===== src/rtl/muladd_pkg.sv =====
// muladd shared types: FSM state encoding.
// Encoding matches divmod so a common controller can drive either.
package muladd_pkg;

  typedef enum logic [1:0] {
    ST_READY = 2'd0,
    ST_ADD   = 2'd1,
    ST_ERROR = 2'd2
  } state_t;

endpackage


===== src/rtl/prio_enc.sv =====
// Priority encoder: index of the highest set bit, 0 when none.
// Shared with divmod; msb is a fixed 8-bit index.
module prio_enc #(
  parameter int WIDTH_LOG = 4
) (
  input  logic [(1<<WIDTH_LOG)-1:0] in,
  output logic [7:0]                msb
);

  localparam int W = 1 << WIDTH_LOG;

  always_comb begin
    msb = '0;
    for (int i = 0; i < W; i++) begin
      if (in[i]) msb = 8'(i);
    end
  end

endmodule


===== src/rtl/muladd.sv =====
// Sequential multiply-accumulate: num = quot * den + rem.
// One shifted add per set bit of quot; go/ready/error like divmod.
module muladd
  import muladd_pkg::*;
#(
  parameter int WIDTH_LOG = 4
) (
  input  logic                      clk,
  input  logic                      rst_n,
  input  logic                      go,
  input  logic [(1<<WIDTH_LOG)-1:0] quot,
  input  logic [(1<<WIDTH_LOG)-1:0] den,
  input  logic [(1<<WIDTH_LOG)-1:0] rem,
  output logic                      ready,
  output logic                      error,
  output logic [(1<<WIDTH_LOG)-1:0] num
);

  localparam int W  = 1 << WIDTH_LOG;
  localparam int W2 = 2 * W;

  state_t         state_q, state_d;
  logic [W2-1:0]  acc_q, acc_d;
  logic [W-1:0]   mreg_q, mreg_d;
  logic [W-1:0]   num_q, num_d;
  logic           ready_q, ready_d;
  logic           error_q, error_d;

  logic [7:0]     msb;
  logic [W2-1:0]  den_ext;
  logic [W2-1:0]  addend;
  logic [W2-1:0]  sum;
  logic [W-1:0]   one_hot;

  prio_enc #(
    .WIDTH_LOG (WIDTH_LOG)
  ) u_prio_enc (
    .in  (mreg_q),
    .msb (msb)
  );

  assign den_ext = {{W{1'b0}}, den};
  assign addend  = den_ext << msb;
  assign sum     = acc_q + addend;
  assign one_hot = {{(W-1){1'b0}}, 1'b1} << msb;

  always_comb begin
    state_d = state_q;
    acc_d   = acc_q;
    mreg_d  = mreg_q;
    num_d   = num_q;
    unique case (state_q)
      ST_READY, ST_ERROR: begin
        if (go) begin
          state_d = ST_ADD;
          acc_d   = {{W{1'b0}}, rem};
          mreg_d  = quot;
        end
      end
      ST_ADD: begin
        if (mreg_q != '0) begin
          acc_d  = sum;
          mreg_d = mreg_q & ~one_hot;
        end else begin
          num_d = acc_q[W-1:0];
          // high half nonzero means the result does not fit in W bits
          if (acc_q[W2-1:W] == '0) state_d = ST_READY;
          else                     state_d = ST_ERROR;
        end
      end
      default: state_d = ST_READY;
    endcase
    ready_d = (state_d != ST_ADD);
    error_d = (state_d == ST_ERROR);
  end

  always_ff @(posedge clk) begin
    if (!rst_n) begin
      state_q <= ST_READY;
      acc_q   <= '0;
      mreg_q  <= '0;
      num_q   <= '0;
      ready_q <= 1'b1;
      error_q <= 1'b0;
    end else begin
      state_q <= state_d;
      acc_q   <= acc_d;
      mreg_q  <= mreg_d;
      num_q   <= num_d;
      ready_q <= ready_d;
      error_q <= error_d;
    end
  end

  assign ready = ready_q;
  assign error = error_q;
  assign num   = num_q;

endmodule


===== config.mk =====
export PLATFORM = sky130hd
export DESIGN_NAME = muladd
export DESIGN_NICKNAME = d
export VERILOG_FILES = /design/src/rtl/muladd_pkg.sv /design/src/rtl/prio_enc.sv /design/src/rtl/muladd.sv
export SDC_FILE = /design/constraint.sdc
export NUM_CORES = 1
export LEC_CHECK = 0
export CORE_MARGIN = 2
export CORE_UTILIZATION = 49
export DETAILED_ROUTE_END_ITERATION = 7
export PLACE_DENSITY = 0.81
export SYNTH_ARGS = -nofsm -noshare
export SYNTH_HDL_FRONTEND = slang
export SYNTH_HIERARCHICAL = 1
export SYNTH_SLANG_ARGS = --single-unit

===== constraint.sdc =====
create_clock -name clk -period 6.1 [get_ports clk]
set_input_delay 0.915 -clock clk [delete_from_list [all_inputs] [get_ports clk]]
set_output_delay 0.915 -clock clk [all_outputs]
set_load 0.005 [all_outputs]

==> results by group <==
GRT
  • GRT busiest layer: met2
  • Gr usage total: 24.8%
  • Largest net degree at the start of global routing: 54
  • GRT overflow: 0
  • Met3 Use GR: 6.10%
  • Initial antenna violation count: 0
  • Routing usage on met2: 39.6%
  • Met1 usage: 32.7%
  • First-pass GRT wire length: 25900 µm
  • Vias in the first global route: 5355

Setup path
  • CP cell instances: nor2_1 -> a221o_1 -> a31oi_4 -> mux2_2 -> nor2_1 -> a21oi_1 -> nand3_1 -> o21ai_0 -> mux2_2 -> and2_1 -> ha_1 -> and3_1 -> nor2b_1 -> o21ai_0 -> a21oi_1 -> or4b_1 -> a31oi_1 -> xor2_1 -> o21ai_1
  • Critical path data required time: 6330 ps
  • Critical path startpoint category: register
  • Critical path fanouts, max: 31
  • Buf/Inv on CP: 0
  • Worst reg-to-reg path cell count: 19
  • Cell family with the largest share of critical-path delay: compound AO/OA/AOI/OAI gates
  • Max incr delay on CP: 810 ps
  • Nature of the critical path endpoint: register
  • WS Path Type: register to register
  • WP depth: 19
  • Crit path arrival time: 5400 ps
  • CP max-delay cell: a31oi_4

Placed design
  • GP Congestion: 1.02
  • Dpl hpwl: 11400 µm
  • Port Buffers: 68

Floorplan
  • Initial Util: 50.3%
  • Num ports: 69
  • Row count: 39
  • Floorplan die height: 112 µm
  • Die Width: 112 µm
  • Core box area: 11500 µm²
  • Die footprint: 12600 µm²

Final layout
  • Nets: 872
  • # diodes: 0
  • Multi-input logic area: 4150 µm²
  • Filler instances: 989
  • Final core utilization: 59.3%
  • Share of cells above drive strength 1: 5.92%
  • Synthesis-to-finish area growth: 17.9%
  • Most common cell after layout, fill and taps aside: nand2_1
  • Most frequent cells in the layout: nand2_1 (92), nor2_1 (70), dfxtp_1 (68), clkdlybuf4s50_1 (68), a21oi_1 (48)
  • FF/Latch Area: 1360 µm²

Worst hold path
  • Class of the worst hold path: register to register
  • Hold path cells: 2

Clock tree
  • CTS tree: built
  • Max Buffers Root-to-Sink: 2
  • Worst-Skew Late Latency: 350 ps
  • Clock slew at reported path FFs: 60 ps
  • Postcts setup bufs: 0
  • H-tree depth: 3
  • Clk root buf: clkbuf_16
  • Clock sink total: 68
  • Hold_buf cts: 0
  • Num CTS Buffers: 9
  • Post-CTS sizing: 0

Power
  • Switching Share: 33.4%
  • Pwr dens: 242 nW/µm²
  • Logic pwr share: 31.9%
  • Pint: 0.00109 W
  • Switching power: 0.000549 W
  • VDD IR max: 0.000201 V
  • Lkg Pwr: 2.78 nW
  • Clock Power Share: 37.9%
  • Flop pwr share: 30.3%

Yosys
  • Syn Area/Cell: 7.63 µm²
  • Area leader, netlist: dfxtp_1
  • Seq/Total Area, Yosys: 23.6%
  • Post-synthesis simple-gate area fraction: 22.8%
  • Mapped Cells: 755
  • Largest family of logic cells by synthesized area: compound AO/OA/AOI/OAI gates
  • Synth top area cells: dfxtp_1 (24%), ha_1 (6.7%), nand2_1 (6.0%)
  • Post-synthesis mux area share: 8.70%
  • Synthesized area: 5760 µm²
  • Yosys top cell area share: 23.6%
  • Synth Area in XOR/XNOR: 3.80%
  • Adder-cell area share of the yosys netlist: 7.08%
  • Ys async rst share: 0%
  • Synth Area in Compound Gates: 29.0%
  • Post-synth EDFFs: 0
  • Synth Register Bits: 68
  • Number of library cell types mapped by synthesis: 76
  • Top_reg_cell synth: dfxtp_1
  • Ys Warns: 6

Timing
  • Fmax: 193 MHz
  • Minimum clock period: 5170 ps
  • RSZ-0062 raised after global routing: no
  • Final period utilization: 84.7%
  • Worst Tran Pin Value: 1040 ps
  • Fin Hold WS: 477 ps
  • Final Skew: 8.95 ps
  • Final Hold Fails: 0
  • Endpoints failing setup: 0
  • Final slew viol count: 0
  • Sum of negative setup slack: 0 ps
  • Slew headroom: 30.9%

Detailed routing
  • Vias per cell: 6.12
  • Initial DRC Count: 464
  • Routed WL: 15700 µm
  • DRT antenna net count: 0
  • WL/cell: 16.8 µm
  • Drt pass-1 iters: 5
  • DRC viols: 0
  • Vias: 5730

Run status
  • Status: finished, final reports clean

Job
  • Max-Cap Viols: 0
logic make-up (layout without fill, tap and decap cells):
group / Yosys count / in the layout
AOI/OAI and AO/OA: 245 / 245
xor gates and xnor gates: 25 / 25
adders and majority gates: 32 / 32
buffers and inverters: 63 / 99
DFF: 68 / 68
muxes: 45 / 45
other: 1 / 4
and+or+nand+nor: 276 / 276
cells in the mapped netlist, types with 6 or more instances:
cell type / count
a21oi_1: 48
nor3_1: 16
nor2b_1: 24
nor4_1: 13
o211a_1: 9
nand3_1: 16
clkbuf_1: 40
xnor2_1: 11
mux2i_1: 34
and3_1: 7
a31oi_1: 15
a21o_1: 20
o21ai_0: 47
mux2_2: 7
nor2_1: 70
o211ai_1: 14
a21boi_0: 18
dfxtp_1: 68
o21a_1: 6
a22o_1: 8
xor2_1: 14
buf_2: 6
and2_1: 13
nand2_1: 92
ha_1: 31
a22oi_1: 7
inv_1: 7
nand4_1: 7
final cells by class:
type	instances	area share [%]
Clock buffer	11	3.57
Inverter	9	0.497
Clock inverter	5	1.58
Tap cell	143	2.63
Timing Repair Buffer	74	10.7
Sequential cell	68	20.0
Multi-Input combinational cell	627	61.0
routing by layer:
metal,up-vias,part of all wire (%)
li1,2834,-
met1,2636,45
met2,230,45
met3,30,7.4
met4,0,2.5
met5,-,0
stage by stage:
| step | instance area, µm² | power, W | setup WS (ps) | instances |
|---|---|---|---|---|
| 6_report | 6800 | 0.00164 | 932 | 937 |
| 5_1_grt | 6800 | 0.00172 | 590 | 937 |
| 4_1_cts | 6800 | 0.00163 | 963 | 937 |
| 3_5_place_dp | 6450 | 0.00101 | 981 | 921 |
| 3_3_place_gp | 6450 | 0.00101 | 993 | 921 |
| 2_1_floorplan | 5780 | 0.000895 | 1780 | 758 |
sequential cells by signal (all words and copies together), names as in the netlist:
register,cells
state_q,2
mreg_q,16
error,1
acc_q,32
num,16
ready,1
worst paths after layout:
path | endpoint | slack, ps | start
min | acc_q[24]$_SDFFE_PN0P_ | 480 | acc_q[24]$_SDFFE_PN0P_
min reg2reg | acc_q[24]$_SDFFE_PN0P_ | 480 | acc_q[24]$_SDFFE_PN0P_
max reg2reg | acc_q[24]$_SDFFE_PN0P_ | 930 | mreg_q[5]$_SDFFE_PN0P_
max | acc_q[24]$_SDFFE_PN0P_ | 930 | mreg_q[5]$_SDFFE_PN0P_
power groups by stage:
stage	registers (W)	logic, W	clock network [W]
floorplan	0.000497	0.000398	0
global placement	0.000505	0.000503	0
detailed placement	0.000506	0.000505	0
CTS	0.000496	0.000511	0.000627
global route	0.000500	0.000573	0.000648
finish	0.000497	0.000523	0.000622
worst min-delay path: cells and delay by family (launching register included):
family	cells	cell delay (ps)
AOI/OAI and AO/OA	1	50
DFF	1	330
and+or+nand+nor	1	60
Note: power is estimated with default switching activity, not from simulation.
